===== src/rtl/icache_if.sv =====
// Fetch/fill bus of the set-associative instruction cache.
// slave  = cache side (accepts fetches, issues line fills).
// master = fetch stage plus memory side (drives requests and fill data).
interface icache_if #(
    parameter int ADDR_WIDTH = 32,
    parameter int LINE_BYTES = 16,
    parameter int CNT_WIDTH  = 32
);
    logic                    req_valid;
    logic [ADDR_WIDTH-1:0]   req_addr;
    logic                    req_ready;
    logic                    flush;
    logic                    resp_valid;
    logic [31:0]             resp_instr;
    logic                    resp_hit;
    logic                    mem_req;
    logic [ADDR_WIDTH-1:0]   mem_req_addr;
    logic                    mem_resp_valid;
    logic [LINE_BYTES*8-1:0] mem_resp_data;
    logic [CNT_WIDTH-1:0]    hit_count;
    logic [CNT_WIDTH-1:0]    miss_count;

    modport slave (
        input  req_valid, req_addr, flush, mem_resp_valid, mem_resp_data,
        output req_ready, resp_valid, resp_instr, resp_hit,
               mem_req, mem_req_addr, hit_count, miss_count
    );

    modport master (
        output req_valid, req_addr, flush, mem_resp_valid, mem_resp_data,
        input  req_ready, resp_valid, resp_instr, resp_hit,
               mem_req, mem_req_addr, hit_count, miss_count
    );
endinterface


===== src/rtl/icache_sa.sv =====
// N-way set-associative instruction cache with round-robin replacement,
// valid/ready fetch handshake, whole-line fill FSM, flush and hit/miss counters.
module icache_sa #(
    parameter int ADDR_WIDTH = 32,
    parameter int LINE_BYTES = 16,
    parameter int NSETS      = 4,
    parameter int NWAYS      = 2,
    parameter int CNT_WIDTH  = 32
) (
    input  logic     clk,
    input  logic     reset,
    icache_if.slave  bus
);
    localparam int OFFSET_W = $clog2(LINE_BYTES);
    localparam int INDEX_W  = $clog2(NSETS);
    localparam int TAG_W    = ADDR_WIDTH - INDEX_W - OFFSET_W;
    localparam int LINE_W   = LINE_BYTES * 8;
    localparam int SET_W    = (INDEX_W > 0) ? INDEX_W : 1;
    localparam int WAY_W    = (NWAYS > 1) ? $clog2(NWAYS) : 1;

    typedef enum logic [1:0] {IDLE, FILL_WAIT, FLUSH} state_t;

    function automatic logic [SET_W-1:0] set_of(input logic [ADDR_WIDTH-1:0] a);
        return SET_W'((a >> OFFSET_W) & ADDR_WIDTH'(NSETS - 1));
    endfunction

    function automatic logic [TAG_W-1:0] tag_of(input logic [ADDR_WIDTH-1:0] a);
        return TAG_W'(a >> (OFFSET_W + INDEX_W));
    endfunction

    // Word select inside a line; byte bits [1:0] only drop out of the divide.
    function automatic logic [31:0] word_of(input logic [LINE_W-1:0] line,
                                            input logic [ADDR_WIDTH-1:0] a);
        int idx;
        idx = int'(a[OFFSET_W-1:0]) / 4;
        return line[32*idx +: 32];
    endfunction

    state_t                  state_q, state_d;
    logic                    flush_pend_q, flush_pend_d;
    logic [NWAYS-1:0]        valid_q [NSETS];
    logic [WAY_W-1:0]        rr_q    [NSETS];
    logic [TAG_W-1:0]        tag_q   [NSETS][NWAYS];
    logic [LINE_W-1:0]       data_q  [NSETS][NWAYS];
    logic [ADDR_WIDTH-1:0]   addr_q;
    logic                    resp_valid_q, resp_hit_q, mem_req_q;
    logic [31:0]             resp_instr_q;
    logic [ADDR_WIDTH-1:0]   mem_req_addr_q;
    logic [CNT_WIDTH-1:0]    hit_cnt_q, miss_cnt_q;

    logic                    ready, accept_hit, accept_miss, fill_done, flush_now;
    logic                    hit;
    logic [WAY_W-1:0]        hit_way, victim, rr_next;
    logic                    any_invalid;
    logic [SET_W-1:0]        req_set, fill_set;
    logic [TAG_W-1:0]        req_tag;

    assign req_set  = set_of(bus.req_addr);
    assign req_tag  = tag_of(bus.req_addr);
    assign fill_set = set_of(addr_q);

    // Tag lookup of the incoming fetch address across all ways of its set.
    always_comb begin
        hit     = 1'b0;
        hit_way = '0;
        for (int w = 0; w < NWAYS; w++) begin
            if (valid_q[req_set][w] && tag_q[req_set][w] == req_tag) begin
                hit     = 1'b1;
                hit_way = WAY_W'(w);
            end
        end
    end

    // Victim for the pending fill: lowest invalid way, else the round-robin way.
    always_comb begin
        victim      = rr_q[fill_set];
        any_invalid = 1'b0;
        for (int w = NWAYS - 1; w >= 0; w--) begin
            if (!valid_q[fill_set][w]) begin
                victim      = WAY_W'(w);
                any_invalid = 1'b1;
            end
        end
        rr_next = (rr_q[fill_set] == WAY_W'(NWAYS - 1)) ? '0 : rr_q[fill_set] + WAY_W'(1);
    end

    // FSM next state and per-cycle control strobes.
    always_comb begin
        // NOTE: every output of this block gets a default first, so no path can infer a latch.
        state_d      = state_q;
        flush_pend_d = flush_pend_q;
        ready        = 1'b0;
        accept_hit   = 1'b0;
        accept_miss  = 1'b0;
        fill_done    = 1'b0;
        flush_now    = 1'b0;
        unique case (state_q)
            IDLE: begin
                if (bus.flush) begin
                    state_d = FLUSH;
                end else begin
                    ready = 1'b1;
                    if (bus.req_valid) begin
                        if (hit) begin
                            accept_hit = 1'b1;
                        end else begin
                            accept_miss = 1'b1;
                            state_d     = FILL_WAIT;
                        end
                    end
                end
            end
            FILL_WAIT: begin
                if (bus.flush) flush_pend_d = 1'b1;
                if (bus.mem_resp_valid) begin
                    fill_done    = 1'b1;
                    flush_pend_d = 1'b0;
                    state_d      = (flush_pend_q || bus.flush) ? FLUSH : IDLE;
                end
            end
            FLUSH: begin
                flush_now = 1'b1;
                state_d   = IDLE;
            end
            default: state_d = IDLE;
        endcase
    end

    // State register; reset abandons any fill in progress.
    always_ff @(posedge clk) begin
        // NOTE: sequential state uses non-blocking assignments so every flop samples pre-edge values.
        if (reset) begin
            state_q      <= IDLE;
            flush_pend_q <= 1'b0;
        end else begin
            state_q      <= state_d;
            flush_pend_q <= flush_pend_d;
        end
    end

    // Response, fill request and counter registers.
    always_ff @(posedge clk) begin
        if (reset) begin
            resp_valid_q   <= 1'b0;
            resp_hit_q     <= 1'b0;
            resp_instr_q   <= '0;
            mem_req_q      <= 1'b0;
            mem_req_addr_q <= '0;
            addr_q         <= '0;
            hit_cnt_q      <= '0;
            miss_cnt_q     <= '0;
        end else begin
            resp_valid_q <= accept_hit | fill_done;
            if (accept_hit) begin
                resp_hit_q   <= 1'b1;
                resp_instr_q <= word_of(data_q[req_set][hit_way], bus.req_addr);
                if (!(&hit_cnt_q)) hit_cnt_q <= hit_cnt_q + CNT_WIDTH'(1);
            end
            if (accept_miss) begin
                mem_req_q      <= 1'b1;
                mem_req_addr_q <= {bus.req_addr[ADDR_WIDTH-1:OFFSET_W], {OFFSET_W{1'b0}}};
                addr_q         <= bus.req_addr;
            end
            if (fill_done) begin
                mem_req_q    <= 1'b0;
                resp_hit_q   <= 1'b0;
                resp_instr_q <= word_of(bus.mem_resp_data, addr_q);
                if (!(&miss_cnt_q)) miss_cnt_q <= miss_cnt_q + CNT_WIDTH'(1);
            end
        end
    end

    // Valid bits and round-robin pointers: cleared by reset/flush, updated on fill.
    always_ff @(posedge clk) begin
        if (reset || flush_now) begin
            for (int s = 0; s < NSETS; s++) begin
                valid_q[s] <= '0;
                rr_q[s]    <= '0;
            end
        end else if (fill_done) begin
            valid_q[fill_set][victim] <= 1'b1;
            if (!any_invalid) rr_q[fill_set] <= rr_next;
        end
    end

    // Tag and data storage written on fill.
    always_ff @(posedge clk) begin
        // NOTE: storage arrays carry no reset; a cleared valid bit makes their contents irrelevant.
        if (fill_done) begin
            tag_q[fill_set][victim]  <= tag_of(addr_q);
            data_q[fill_set][victim] <= bus.mem_resp_data;
        end
    end

    assign bus.req_ready    = ready;
    assign bus.resp_valid   = resp_valid_q;
    assign bus.resp_hit     = resp_hit_q;
    assign bus.resp_instr   = resp_instr_q;
    assign bus.mem_req      = mem_req_q;
    assign bus.mem_req_addr = mem_req_addr_q;
    assign bus.hit_count    = hit_cnt_q;
    assign bus.miss_count   = miss_cnt_q;
endmodule


===== src/flat_wrapper.sv =====
// flat-port wrapper written by rule: the top's interface ports become plain ports
module icache_sa_flat 
#(
    parameter int ADDR_WIDTH = 32,
    parameter int LINE_BYTES = 16,
    parameter int NSETS      = 4,
    parameter int NWAYS      = 2,
    parameter int CNT_WIDTH  = 32
)
  (clk, reset, bus_req_valid, bus_req_addr, bus_flush, bus_mem_resp_valid, bus_mem_resp_data, bus_req_ready, bus_resp_valid, bus_resp_instr, bus_resp_hit, bus_mem_req, bus_mem_req_addr, bus_hit_count, bus_miss_count);
  icache_if #(.ADDR_WIDTH(ADDR_WIDTH), .LINE_BYTES(LINE_BYTES), .CNT_WIDTH(CNT_WIDTH)) bus_i ();
  input  logic clk;
  input  logic reset;
  input wire logic [$bits(bus_i.req_valid)-1:0] bus_req_valid;
  input wire logic [$bits(bus_i.req_addr)-1:0] bus_req_addr;
  input wire logic [$bits(bus_i.flush)-1:0] bus_flush;
  input wire logic [$bits(bus_i.mem_resp_valid)-1:0] bus_mem_resp_valid;
  input wire logic [$bits(bus_i.mem_resp_data)-1:0] bus_mem_resp_data;
  output wire logic [$bits(bus_i.req_ready)-1:0] bus_req_ready;
  output wire logic [$bits(bus_i.resp_valid)-1:0] bus_resp_valid;
  output wire logic [$bits(bus_i.resp_instr)-1:0] bus_resp_instr;
  output wire logic [$bits(bus_i.resp_hit)-1:0] bus_resp_hit;
  output wire logic [$bits(bus_i.mem_req)-1:0] bus_mem_req;
  output wire logic [$bits(bus_i.mem_req_addr)-1:0] bus_mem_req_addr;
  output wire logic [$bits(bus_i.hit_count)-1:0] bus_hit_count;
  output wire logic [$bits(bus_i.miss_count)-1:0] bus_miss_count;
  assign bus_i.req_valid = bus_req_valid;
  assign bus_i.req_addr = bus_req_addr;
  assign bus_i.flush = bus_flush;
  assign bus_i.mem_resp_valid = bus_mem_resp_valid;
  assign bus_i.mem_resp_data = bus_mem_resp_data;
  assign bus_req_ready = bus_i.req_ready;
  assign bus_resp_valid = bus_i.resp_valid;
  assign bus_resp_instr = bus_i.resp_instr;
  assign bus_resp_hit = bus_i.resp_hit;
  assign bus_mem_req = bus_i.mem_req;
  assign bus_mem_req_addr = bus_i.mem_req_addr;
  assign bus_hit_count = bus_i.hit_count;
  assign bus_miss_count = bus_i.miss_count;
  icache_sa #(.ADDR_WIDTH(ADDR_WIDTH), .LINE_BYTES(LINE_BYTES), .NSETS(NSETS), .NWAYS(NWAYS), .CNT_WIDTH(CNT_WIDTH)) u_core (.clk(clk), .reset(reset), .bus(bus_i));
endmodule

===== config.mk =====
export PLATFORM = sky130hd
export DESIGN_NAME = icache_sa_flat
export DESIGN_NICKNAME = d
export VERILOG_FILES = /design/src/rtl/icache_if.sv /design/src/rtl/icache_sa.sv /design/src/flat_wrapper.sv
export SDC_FILE = /design/constraint.sdc
export NUM_CORES = 1
export LEC_CHECK = 0
export CORE_MARGIN = 2
export CORE_UTILIZATION = 60
export CTS_CLUSTER_SIZE = 40
export DETAILED_ROUTE_END_ITERATION = 6
export PLACE_DENSITY = 0.8
export SYNTH_ARGS = -nofsm -noshare
export SYNTH_HDL_FRONTEND = slang
export SYNTH_SLANG_ARGS = --single-unit

===== constraint.sdc =====
create_clock -name clk -period 10.3 [get_ports clk]
set_clock_uncertainty 0.2 [all_clocks]
set_input_delay 1.03 -clock clk [delete_from_list [all_inputs] [get_ports clk]]
set_output_delay 1.03 -clock clk [all_outputs]
set_load 0.01 [all_outputs]

Yosys cells after proc, flatten, opt, wreduce, memory -nomap -nowiden
Memory sizes are Yosys's and may differ from the RTL's. A register that Yosys moved wholly into a read port is not among the register bits.
Index checks and enable logic that the tools add are counted.

storage, ports and cells
  register bits = 162
  bits in writable memories = 1244
  input bits = 165
  output and inout bits = 132
  word-level logic and storage cells = 115
  memories kept = 4

memories
  name            words  bits a word  rd ports  clocked after memory_dff  wr ports  RTL line         source
  u_core.data_q   4      256          1         0                         1         icache_sa.sv:44  logic [LINE_W-1:0] data_q [NSETS][NWAYS];
  u_core.tag_q    4      52           1         0                         1         icache_sa.sv:43  logic [TAG_W-1:0] tag_q [NSETS][NWAYS];
  u_core.valid_q  4      2            2         1                         4         icache_sa.sv:41  logic [NWAYS-1:0] valid_q [NSETS];
  u_core.rr_q     4      1            1         1                         4         icache_sa.sv:42  logic [WAY_W-1:0] rr_q [NSETS];

operators by class
  add/subtract/negate cells = 3
  magnitude comparators = 5
  eq/ne operators = 7
  shift-type cells = 2
  multiplexer cells = 61
  bitwise operators = 5
  reductions and logical operators = 18

operators by type and width
  kind                     count
  $mux W128                4
  $mux W256                1
  $shiftx A128 B8 Y32      2
  $demux W128 S1           1
  $add A32 B1 Y32 const B  2
  $mux W32                 2
  $reduce_and A32 Y1       2
  $eq A26 B26 Y1           2
  $mux W52                 1
  $mux W1                  34
  $mux W2                  14
  $demux W26 S1            1
  $mux W26                 1
  $ne A3 B3 Y1 const B     2
  $reduce_and A2 Y1        3
  $ge A2 B2 Y1 const B     2
  $logic_and A1 B1 Y1      4
  $not A1 Y2               2
  $pmux W2 S2              1
  $reduce_bool A2 Y1       2
  $reduce_or A2 Y1         2
  $reduce_and A3 Y1        1
  $eq A2 B1 Y1 const B     1
  $eq A2 B2 Y1 const B     1
  other kinds (11)         13

Longest topological paths before layout
An unclocked memory read counts as a cell.

  word-level depth = 11
  mapped depth = 15
  depth with buffers taken out = 8

Least setup slack after synthesis
OpenSTA, ideal clock, no wires.

  kind = input-to-reg
  start point = in bus_mem_resp_valid
  end point = mem u_core.data_q[1][128] (netlist bit) (enable)
  setup time = 670 ps
  data arrival time = 8419 ps
  required time = 9430 ps
  slack = 1011 ps
  cell stages on the path = 6
  buffers on the path = 2
  cell sequence = inv_1 nor3_1 clkbuf_1 clkbuf_1 nand2_1 nor2_1

between the ends
  longest elaborated chain between the ends = 4

RTL lines
  element                          RTL line            source
  start: declaration               flat_wrapper.sv:17  input wire logic [$bits(bus_i.mem_resp_valid)-1:0] bus_mem_resp_valid;
  $mux W1                          icache_sa.sv:115    if (bus.mem_resp_valid) begin
  $mux W1                          icache_sa.sv:97     unique case (state_q)
  $mux W1                          icache_sa.sv:189    if (fill_done) begin
  $mux W256 (not written as such)  icache_sa.sv:191    data_q[fill_set][victim] <= bus.mem_resp_data;
  end: declaration                 icache_sa.sv:44

No other way between the ends.

Worst setup path in the final report
  start point = in bus_req_addr[4]
  end point = reg u_core.resp_instr_q[18] (netlist: u_core.bus.resp_instr[18])

between the ends
  longest elaborated chain between the ends = 11
  elaborated cells between the ends (all ways) = 22
  classes of those cells = eq/ne: 2; shift: 1; mux: 12; bitwise: 1; reduce/logical: 3; memory: 3

RTL lines
  element                                        RTL line            source
  start: declaration                             flat_wrapper.sv:15  input wire logic [$bits(bus_i.req_addr)-1:0] bus_req_addr;
  $mem_v2 Z4 W52                                 -
  $eq A26 B26 Y1                                 icache_sa.sv:67     if (valid_q[req_set][w] && tag_q[req_set][w] == req_tag) begin
  $logic_and A1 B1 Y1                            icache_sa.sv:67
  $mux W1                                        icache_sa.sv:67
  $not A1 Y2 (not written as such)               icache_sa.sv:156    resp_instr_q <= word_of(data_q[req_set][hit_way], bus.req_addr);
  $mux W128 (not written as such) (3 in series)  icache_sa.sv:156
  $shiftx A128 B8 Y32                            icache_sa.sv:36     return line[32*idx +: 32];
  $mux W32                                       icache_sa.sv:154    if (accept_hit) begin
  $mux W32                                       icache_sa.sv:164    if (fill_done) begin
  end signal: assignment                         icache_sa.sv:156
  end signal: assignment                         icache_sa.sv:167    resp_instr_q <= word_of(bus.mem_resp_data, addr_q);
  end: declaration                               icache_sa.sv:47     logic [31:0] resp_instr_q;

Parallel ways exist; a longest one is shown, timed or not. The select of a mux whose other input is x is not followed.
A chain may end at the register's enable or synchronous reset.

==> flow_summary_export.csv <==
group,metric,value,unit
clocking,max-clock-path-buffers,3,
global_routing,grt_pass1_vias,30700,
synth,synth_edf_count,1244,
worst_setup_path,r2r_start,"u_core.tag_q[1][2]$_DFFE_PP_",
clocking,cts_buffers,137,
clocking,cts_tree,"done",
global_routing,grt_max_degree,116,
synth,synth_seq_area_share,0.725,
synth,synth.area.mux_share,0.171,
placed_design,port_buffers,290,
die,die_w,307,um
synth,netlist_area,55200,um^2
sta,period_share,0.605,
synth,synth_xor_area_frac,0.0112,
synth,synth-compound-area-share,0.0293,
placed_design,dp_hpwl,72400,um
placed_design,dpl.cell_count,4228,
synth,ys_types,76,
route,wire_per_inst,29.6,um
clocking,postCtsHoldBufs,0,
die,num_io_pins,297,
placed_design,place_area,59100,um^2
clocking,clock-sinks,1378,
placed_design,finalWeightedCongestion,0.826,
route,wl,133000,um
power,p_sw_frac,0.207,
clocking,root_buffer,"clkbuf_16",
sta,rsz0062_at_grt,"no",
worst_setup_path,endpoint,"u_core.bus.resp_instr[18]$_SDFFE_PP0P_",
worst_setup_path,required,10.64,ns
final_layout,finalNetCount,3348,
die,rows,111,
synth,synth_fa_ha_area_frac,0.000453,
worst_setup_path,rrSetupSlack,5.52,ns
synth,synth_area_per_cell,19.1,um^2
power,p_leak,20.1,nW
power,clockPowerShare,0.419,
die,dieArea,94500,um^2
final_layout,n_fill_cell,5413,
final_layout,layout.cells.non_filler,4491,
worst_hold_path,worstHoldPathType,"flip-flop to flip-flop",
sta,hold_viol,0,
power,combPwrFrac,0.050,
synth,syn_inst,2896,
sta,max_freq,161,MHz
sta,maxSlewViolCount,0,
worst_setup_path,crit_path_end_kind,"flip-flop",
power,seq_power_share,0.531,
global_routing,overflow,0,
power,irDropWorstVdd,0.215,mV
sta,post-route-min-period,6.23,ns
clocking,h-tree-depth,4,
synth,async_flop_share,0,
final_layout,fin_util,0.695,
final_layout,final_area,63500,um^2
worst_setup_path,crit_start,"bus_req_addr[4]",
route,ant_nets,0,
final_layout,register_area,40000,um^2
die,die_height,307,um
sta,final-setup-viol-count,0,
synth,synth_seq_cells,1378,
global_routing,antenna_found_initial,23,
sta,relSlewSlack,0.145,
worst_setup_path,cp-start-kind,"primary input",
worst_setup_path,cp.arrival,6.57,ns
power,intPower,0.00918,W
final_layout,area_delta_synth_final,15.1,%
route,drtIter0Drc,3466,
worst_setup_path,critPathMaxFanout,76,
global_routing,grtUsageTotal,0.284,
route,firstDrtPassIters,5,
clocking,clk_pin_slew,0.06,ns
power,p_switching,0.00239,W
sta,worst_pin_slew,1.28,ns
synth,synth-simple-area-share,0.0430,
clocking,insertion_delay,0.75,ns
flow_run,max_cap_viol_count,0,
route,drc_errors,0,
worst_setup_path,r2r_end,"u_core.bus.resp_instr[18]$_SDFFE_PP0P_",
outcome,status,"complete, no violations",
power,power.density,182,nW/um^2
sta,setup_tns,0,ns
worst_setup_path,worstSetupPathType,"primary input to flip-flop",
worst_setup_path,r2r_cells,9,
final_layout,multi_input_area,14200,um^2
route,vias_per_cell,6.65,
clocking,post_cts_resized,0,
global_routing,grt_pass1_wl,197000,um
die,core-area,91400,um^2
route,vias,29900,
final_layout,layout-drive-gt1-share,0.204,
synth,synth_top_family_by_area,"multiplexers",
synth,synth_flop_cell,"edfxtp_1",
synth,yosys_warnings,0,
clocking,post_cts_buffers,0,
die,start_util,0.604,
## synthesized netlist by cell type, types with 10 or more instances
| library cell | count | area [um^2] |
|---|---|---|
| edfxtp_1 | 1244 | 37400 |
| mux4_2 | 314 | 7070 |
| nor2_1 | 153 | 574 |
| dfxtp_1 | 134 | 2680 |
| mux2i_1 | 114 | 1140 |
| clkbuf_1 | 97 | 364 |
| nand2_1 | 85 | 319 |
| mux2_2 | 72 | 811 |
| buf_2 | 56 | 280 |
| a21oi_1 | 44 | 220 |
| xnor2_1 | 37 | 324 |
| buf_4 | 35 | 263 |
| o21ai_0 | 35 | 175 |
| nand3_1 | 33 | 165 |
| o211ai_1 | 33 | 248 |
| xor2_1 | 32 | 280 |
| nand4_1 | 27 | 169 |
| and3_1 | 24 | 150 |
| o22ai_1 | 24 | 150 |
| inv_1 | 22 | 82.6 |
| nand2b_1 | 22 | 138 |
| or3_1 | 19 | 119 |
| nor2b_1 | 16 | 100 |
| a31oi_1 | 15 | 93.8 |
| a41oi_1 | 15 | 131 |
| o311ai_0 | 15 | 131 |
| nor4_1 | 14 | 87.6 |
| a2bb2oi_1 | 13 | 114 |
| mux4_1 | 13 | 342 |
| nor3b_1 | 13 | 97.6 |
| and2_1 | 12 | 75.1 |
| nor3_1 | 12 | 60.1 |
| and4_1 | 10 | 87.6 |
| buf_1 | 10 | 37.5 |
| or4_1 | 10 | 75.1 |
## metrics by stage
stage	hold slack [ns]	power (W)	worst slack, ns
after CTS	0.288	0.0116	4.01
final	0.301	0.0116	4.07
after global placement	0.248	0.00681	3.39
after floorplan	0.237	0.00660	1.01
after detailed placement	0.274	0.00684	3.24
after global routing	0.321	0.0119	3.72
## worst max-delay path: stages
cell     delay [ns]
buf_8          0.56
buf_4          0.90
mux4_2         0.63
xor2_1         0.15
nor4_1         0.42
and4_1         0.32
and4b_4        0.89
buf_4          0.82
mux2_2         0.42
nand2_1        0.06
a41oi_1        0.16
## state kept, by name, indices dropped and copies added, names as in the netlist, named ones only
register	count
u_core.bus.mem_req	1
u_core.bus.resp_instr	32
u_core.bus.resp_valid	1
u_core.data_q	1024
u_core.bus.miss_count	32
u_core.bus.mem_req_addr	1
u_core.state_q	2
u_core.addr_q	29
u_core.valid_q	8
u_core.tag_q	208
u_core.flush_pend_q	1
u_core.bus.resp_hit	1
u_core.rr_q	4
u_core.bus.hit_count	32
## cell usage in the layout, fill, tap and decap left out, types with 13 or more instances in the layout
cell type	Yosys	routed
edfxtp_1	1244	1244
mux4_2	314	314
clkdlybuf4s50_1	0	285
nor2_1	153	145
clkbuf_16	0	143
dfxtp_1	134	132
mux2i_1	114	114
nand2_1	85	85
mux2_2	72	72
buf_4	35	55
a21oi_1	44	44
clkbuf_1	97	44
xnor2_1	37	37
o21ai_0	35	35
o211ai_1	33	33
nand3_1	33	32
xor2_1	32	32
nand4_1	27	27
o22ai_1	24	24
and3_1	24	24
inv_1	22	22
nand2b_1	22	22
or3_1	19	19
clkinv_2	0	19
nor2b_1	16	15
a31oi_1	15	15
o311ai_0	15	15
a41oi_1	15	15
nor4_1	14	14
diode_2	0	13
mux4_1	13	13
a2bb2oi_1	13	13
nor3b_1	13	13
## worst min-delay path by stage
stage	from	endpoint	depth (start not counted)
global route	u_core.bus.mem_req$_SDFFE_PP0P_	u_core.bus.mem_req$_SDFFE_PP0P_	2
finish	u_core.bus.mem_req$_SDFFE_PP0P_	u_core.bus.mem_req$_SDFFE_PP0P_	2
global placement	u_core.flush_pend_q$_SDFFE_PP0P_	u_core.flush_pend_q$_SDFFE_PP0P_	2
floorplan	u_core.flush_pend_q$_SDFFE_PP0P_	u_core.flush_pend_q$_SDFFE_PP0P_	2
detailed placement	u_core.flush_pend_q$_SDFFE_PP0P_	u_core.flush_pend_q$_SDFFE_PP0P_	2
CTS	u_core.flush_pend_q$_SDFFE_PP0P_	u_core.flush_pend_q$_SDFFE_PP0P_	2
## cell type report
class / instances / area share
clock buffers: 201 / 0.0617
repair buffers: 346 / 0.0526
multi-input cells: 1295 / 0.223
inverters: 23 / 0.00136
flip-flops and latches: 1378 / 0.630
well taps: 1186 / 0.0234
clock inverters: 49 / 0.00701
diodes: 13 / 0.000512
## routing by layer
metal,wire (um),vias to the layer above,GRT usage
met4,3430,28,0.0960
met3,12500,269,0.0614
li1,-,12400,-
met2,67300,1700,0.469
met5,169,-,0
met1,49700,15500,0.381
## cell families after synthesis
group	count (synthesis)
XOR/XNOR	70
buffers and inverters	226
adder cells (fa/ha/maj)	2
other	1
AND/OR/NAND/NOR	465
multiplexers	520
flip-flops	1378
AO/OA/AOI/OAI	234
## power by group through the flow
stage	registers (W)	logic, W	clock network [W]
detailed placement	0.00627	0.000570	0
floorplan	0.00626	0.000337	0
CTS	0.00615	0.000578	0.00491
global route	0.00615	0.000612	0.00512
global placement	0.00626	0.000551	0
finish	0.00615	0.000577	0.00485
Note: power is estimated with default switching activity, not from simulation.
